<file path="config.mk">
export PLATFORM = sky130hd
export DESIGN_NAME = fetch_sequencer
export DESIGN_NICKNAME = d
export VERILOG_FILES = /design/src/rtl/fetch_sequencer_pkg.sv /design/src/rtl/fetch_sequencer_adder.sv /design/src/rtl/fetch_sequencer_next_pc_select.sv /design/src/rtl/fetch_sequencer.sv
export SDC_FILE = /design/constraint.sdc
export NUM_CORES = 1
export LEC_CHECK = 0
export ABC_CLOCK_PERIOD_IN_PS = 10400
export CAP_MARGIN = 20
export CORE_AREA = 2 2 116 118
export DETAILED_ROUTE_END_ITERATION = 12
export DIE_AREA = 0 0 118 120
export PLACE_DENSITY = 0.86
export SYNTH_ARGS = -nofsm -noshare
export SYNTH_HDL_FRONTEND = slang
export SYNTH_SLANG_ARGS = --single-unit
</file>
<file path="constraint.sdc">
create_clock -name clk_i -period 10.4 [get_ports clk_i]
set_clock_uncertainty 0.2 [all_clocks]
set_input_delay 2.08 -clock clk_i [delete_from_list [all_inputs] [get_ports clk_i]]
set_output_delay 2.08 -clock clk_i [all_outputs]
set_load 0.02 [all_outputs]
</file>
<file path="src/rtl/fetch_sequencer_pkg.sv">
// Shared definitions for the instruction-fetch sequencer: state encoding,
// default vectors and the instruction/address width.
package fetch_sequencer_pkg;

   localparam int INSTR_W = 32;

   localparam logic [INSTR_W-1:0] RESET_VECTOR_DEF = 32'h0000_0000;
   localparam logic [INSTR_W-1:0] EXC_VECTOR_DEF   = 32'h0000_0080;

   typedef enum logic [1:0] {
      S_BOOT  = 2'd0,
      S_FETCH = 2'd1,
      S_ISSUE = 2'd2
   } fetch_state_e;

endpackage

</file>
<file path="src/rtl/fetch_sequencer_adder.sv">
// Plain modulo-2^W adder; any carry out of the top bit is discarded.
module Adder #(
   parameter int W = 32
) (
   input  logic [W-1:0] a_i,
   input  logic [W-1:0] b_i,
   output logic [W-1:0] sum_o
);

   assign sum_o = a_i + b_i;

endmodule

</file>
<file path="src/rtl/fetch_sequencer_next_pc_select.sv">
// Next-PC priority mux (exception > jump > branch > sequential) with a
// misalignment check on jump/branch targets.
module next_pc_select
   import fetch_sequencer_pkg::*;
#(
   parameter logic [INSTR_W-1:0] EXC_VECTOR = EXC_VECTOR_DEF
) (
   input  logic [INSTR_W-1:0] instr_pc_i,
   input  logic               exception_i,
   input  logic               jump_i,
   input  logic [INSTR_W-1:0] jump_target_i,
   input  logic               branch_taken_i,
   input  logic [INSTR_W-1:0] branch_offset_i,
   output logic [INSTR_W-1:0] next_pc_o,
   output logic               misaligned_o
);

   logic [INSTR_W-1:0] seqPc;
   logic [INSTR_W-1:0] branchPc;

   Adder #(.W(INSTR_W)) u_seq_adder (
      .a_i   (instr_pc_i),
      .b_i   (32'd4),
      .sum_o (seqPc)
   );

   Adder #(.W(INSTR_W)) u_branch_adder (
      .a_i   (seqPc),
      .b_i   (branch_offset_i),
      .sum_o (branchPc)
   );

   // A misaligned redirect is turned into a trap to the exception vector.
   always_comb begin
      next_pc_o    = seqPc;
      misaligned_o = 1'b0;
      if (exception_i) begin
         next_pc_o = EXC_VECTOR;
      end else if (jump_i) begin
         if (jump_target_i[1:0] != 2'b00) begin
            next_pc_o    = EXC_VECTOR;
            misaligned_o = 1'b1;
         end else begin
            next_pc_o = jump_target_i;
         end
      end else if (branch_taken_i) begin
         if (branchPc[1:0] != 2'b00) begin
            next_pc_o    = EXC_VECTOR;
            misaligned_o = 1'b1;
         end else begin
            next_pc_o = branchPc;
         end
      end
   end

endmodule

</file>
<file path="src/rtl/fetch_sequencer.sv">
// Instruction-fetch controller: owns the PC, runs the imem request/ready
// handshake and issues one instruction at a time to decode.
module fetch_sequencer
   import fetch_sequencer_pkg::*;
#(
   parameter logic [INSTR_W-1:0] RESET_VECTOR = RESET_VECTOR_DEF,
   parameter logic [INSTR_W-1:0] EXC_VECTOR   = EXC_VECTOR_DEF
) (
   input  logic               clk_i,
   input  logic               rst_i,
   input  logic               stall_i,
   input  logic               branch_taken_i,
   input  logic [INSTR_W-1:0] branch_offset_i,
   input  logic               jump_i,
   input  logic [INSTR_W-1:0] jump_target_i,
   input  logic               exception_i,
   output logic               imem_req_o,
   output logic [INSTR_W-1:0] imem_addr_o,
   input  logic               imem_ready_i,
   input  logic [INSTR_W-1:0] imem_rdata_i,
   output logic               instr_valid_o,
   output logic [INSTR_W-1:0] instr_o,
   output logic [INSTR_W-1:0] instr_pc_o,
   output logic               misaligned_o
);

   fetch_state_e       state_q, state_d;
   logic [INSTR_W-1:0] pc_q, pc_d;
   logic [INSTR_W-1:0] instr_q, instr_d;
   logic [INSTR_W-1:0] instr_pc_q, instr_pc_d;
   logic               abort_q, abort_d;

   logic               consume;
   logic [INSTR_W-1:0] nextPc;
   logic               selMisaligned;

   next_pc_select #(.EXC_VECTOR(EXC_VECTOR)) u_next_pc (
      .instr_pc_i      (instr_pc_q),
      .exception_i     (exception_i),
      .jump_i          (jump_i),
      .jump_target_i   (jump_target_i),
      .branch_taken_i  (branch_taken_i),
      .branch_offset_i (branch_offset_i),
      .next_pc_o       (nextPc),
      .misaligned_o    (selMisaligned)
   );

   assign consume = (state_q == S_ISSUE) && !stall_i;

   always_ff @(posedge clk_i or posedge rst_i) begin
      if (rst_i) begin
         state_q    <= S_BOOT;
         pc_q       <= RESET_VECTOR;
         instr_q    <= '0;
         instr_pc_q <= '0;
         abort_q    <= 1'b0;
      end else begin
         state_q    <= state_d;
         pc_q       <= pc_d;
         instr_q    <= instr_d;
         instr_pc_q <= instr_pc_d;
         abort_q    <= abort_d;
      end
   end

   // abort_q forces one idle request cycle after a trap cuts a fetch short.
   always_comb begin
      state_d    = state_q;
      pc_d       = pc_q;
      instr_d    = instr_q;
      instr_pc_d = instr_pc_q;
      abort_d    = 1'b0;
      unique case (state_q)
         S_BOOT: begin
            state_d = S_FETCH;
         end
         S_FETCH: begin
            if (exception_i) begin
               pc_d    = EXC_VECTOR;
               abort_d = 1'b1;
            end else if (!abort_q && imem_ready_i) begin
               instr_d    = imem_rdata_i;
               instr_pc_d = pc_q;
               state_d    = S_ISSUE;
            end
         end
         S_ISSUE: begin
            if (exception_i || !stall_i) begin
               pc_d    = nextPc;
               state_d = S_FETCH;
            end
         end
         default: begin
            state_d = S_BOOT;
         end
      endcase
   end

   always_comb begin
      imem_req_o    = (state_q == S_FETCH) && !abort_q;
      imem_addr_o   = pc_q;
      instr_valid_o = (state_q == S_ISSUE);
      instr_o       = instr_q;
      instr_pc_o    = instr_pc_q;
      misaligned_o  = consume && selMisaligned;
   end

endmodule

</file>
==> impl_results.md <==
- GRT Resource Usage Total: 27.9%
- Final WL: ~19 mm
- Final-report setup violation count: 0
- Cell Int Power: 0.000791 W
- Mapped Nets: 801
- Synth Instances: 660
- Hold Fails Final Rpt: 0
- Largest net degree at the start of global routing: 51
- #FFs+latches synth: 99
- Routability cong.: 0.937
- Most frequent cells in the layout: clkdlybuf4s50_1, dfrtp_1, mux2_2
- Initial antenna violation count: 0
- Io pins: 202
- Final worst path period share: 63.1%
- Most common cell after layout, fill and taps aside: clkdlybuf4s50_1
- Reg power frac: 39.9%
- Leak Pwr: around 3.9 nW
- Reg2reg start: instr_pc_o[8]
- H-tree depth: 3
- R2R Setup Slk: 6.03 ns
- Drt wl/cell: 18.8 um
- CTS Buf Count: 9
- Clock Tree Buf Depth: 2
- Syn avg cell area: about 9.8 um2
- Clock Tree Root: clkbuf_16
- Number of flops mapped to enable cells by yosys: 0
- Synthesis Warnings: 0
- Clock Pin Slew Worst Setup and Hold Paths: 0.08 ns
- CP Cell Sequence: clkdlybuf4s50_1 > ha_1 > inv_1 > fa_1 > nand2b_1 > a21oi_1 > nor3_1 > clkdlybuf4s50_1
- Pwr Density: 130 mW/mm2
- Total setup buffers inserted after CTS: 0
- # nets final: ~990
- CP max-delay cell: clkdlybuf4s50_1
- Max-cap viol count: 0
- Worst hold-check path type: reg -> reg
- Vias in the first global route: 6119
- Sequential fraction of the synthesis area: 38.2%
- Most frequent CP cell: clkdlybuf4s50_1
- Critical Path RT: 8.12 ns
- Area Growth Syn to Fin: 38.2%
- Reg2Reg Depth: 14
- Die height: 120 um
- Rel. slew slack: 29.2%
- RSZ-0062 raised after global routing: false
- Resized Gates After CTS: 0
- Total core area: 0.0130 mm2
- Crit-path max cell delay: 0.64 ns
- Gr ovfl total: 0
- CP Class: in -> out
- CP Capture Type: primary output
- Port Buf Inserts: 201
- Synth Flop Type: dfrtp_1
- Worst-Margin Slew: 1.06 ns
- Vias after detailed routing: 5986
- TritonCTS clock tree: done
- DP Wirelength: roughly 14 mm
- Routed Antenna Nets: 0
- Run status: completed
- Iteration count of the initial detailed-routing pass: 6
- Fin crit period: between 6 and 7 ns
- Fraction of layout cells with a size suffix above 1: 12.0%
- DRC violations left: 0
- Pins Over Slew Limit: 0
- P_sw: 0.000371 W
- Initial DRC count: 469
- Clock sinks: 99
- Source of the critical timing path: branch_offset_i[0]
- Setup_tns: 0 ns
- Clk_lat worst skew: between 0.3 and 0.4 ns
- Critical Path AT: 4.28 ns
- Max IR drop VDD: 0.163 mV
- F_max: around 150 MHz
- Critical path peak fanout: 3
- CP endpoint: misaligned_o
- Gate power share: 30.4%
- Crit start category: primary input
- Die Wd: around 120 um
- Die area: 0.0142 mm2
- Initial core utilization: 50.0%
- Post-synth cell types: 65
- First-pass GRT wire length: ~31 mm
- Hold_buf cts: 0
- DP Worst Slack: 3.84 ns
- Synthesized cell area: about 0.0065 mm2
- Antenna diode count: 0
- Setup WS post-layout: 3.84 ns
- Sw frac: 31.9%
- Drt via density: around 5.8
- Crit Reg-Reg Endpoint: imem_addr_o[31]
- # rows: 42
- Clock network power share: 29.7%
- Fraction of registers with async set or reset after synthesis: 100%
==> layer usage <==
metal	global-route usage [%]	vias up	wire (um)
met4	13.3	0	635
met5	0	-	0
met3	6.51	51	1500
li1	-	2828	-
met1	33.8	2831	7780
met2	47.0	276	9520
==> worst max-delay path, delay by kind of cell <==
kind / cells / cell delay [ns]
AOI/OAI and AO/OA: 1 / 0.09
adders and majority gates: 2 / 0.60
buffers and inverters: 3 / 1.15
and+or+nand+nor: 2 / 0.35
==> power by group through the flow <==
stage          sequential (W)  combinational (W)  clock (W)
3_5_place_dp         0.000471           0.000352          0
3_3_place_gp         0.000466           0.000348          0
2_1_floorplan        0.000530           0.000116          0
6_report             0.000463           0.000353   0.000345
4_1_cts              0.000464           0.000355   0.000352
5_1_grt              0.000470           0.000374   0.000367
==> final cells by class <==
type                       count  area (um2)
sequential                    99        2480
tap                          176         220
clock inverter                 7        78.8
clock buffer                   9         225
fill                        1022        4020
multi-input combinational    509        3810
timing repair buffer         207        2060
inverter                      24        92.6
==> cells by family after synthesis <==
family / count (synthesis) / synth area share (%)
AO/OA/AOI/OAI: 181 / 19.7
XOR/XNOR: 50 / 6.75
buffers and inverters: 52 / 3.26
adder cells (fa/ha/maj): 38 / 7.45
multiplexers: 63 / 10.9
AND/OR/NAND/NOR: 177 / 13.8
flip-flops: 99 / 38.2
==> per-stage QoR <==
step / std cells / utilization (%) / hold slack (ns) / total power [W] / cell area, um2
final: 1031 / 69.0 / 0.296 / 0.00116 / 8960
after global routing: 1031 / 69.0 / 0.329 / 0.00121 / 8960
after CTS: 1031 / 69.0 / 0.290 / 0.00117 / 8960
after detailed placement: 1015 / 66.7 / 0.291 / 0.000823 / 8660
after global placement: 1015 / 66.7 / 0.276 / 0.000815 / 8660
after floorplan: 660 / - / 0.254 / 0.000646 / 6490
==> worst min-delay path by stage <==
stage / start / to / slack [ns] / cells after the start
final: state_q[1] / state_q[0] / 0.30 / 1
after global routing: instr_o[10] / instr_o[10] / 0.33 / 1
after CTS: state_q[1] / state_q[0] / 0.29 / 1
after detailed placement: state_q[1] / state_q[0] / 0.29 / 1
after global placement: state_q[1] / state_q[0] / 0.28 / 1
after floorplan: state_q[1] / state_q[0] / 0.25 / 1
==> flip-flops by register name, indices dropped and copies added (netlist names) <==
signal,flops
state_q,2
abort_q,1
imem_addr_o,32
instr_o,32
instr_pc_o,32
==> synthesized netlist by cell type (15+ instances only) <==
cell type | count | area share, %
dfrtp_1 | 99 | 38
a22oi_1 | 15 | 1.7
nor2_1 | 30 | 1.7
a21o_1 | 19 | 2.2
xnor2_1 | 36 | 4.9
inv_1 | 24 | 1.4
a222oi_1 | 16 | 2.5
o21ai_0 | 33 | 2.5
nand3_1 | 22 | 1.7
clkbuf_1 | 20 | 1.2
ha_1 | 37 | 7.1
nand2_1 | 56 | 3.2
a21oi_1 | 38 | 2.9
mux2_2 | 60 | 10
(Power assumes the default switching activity.)
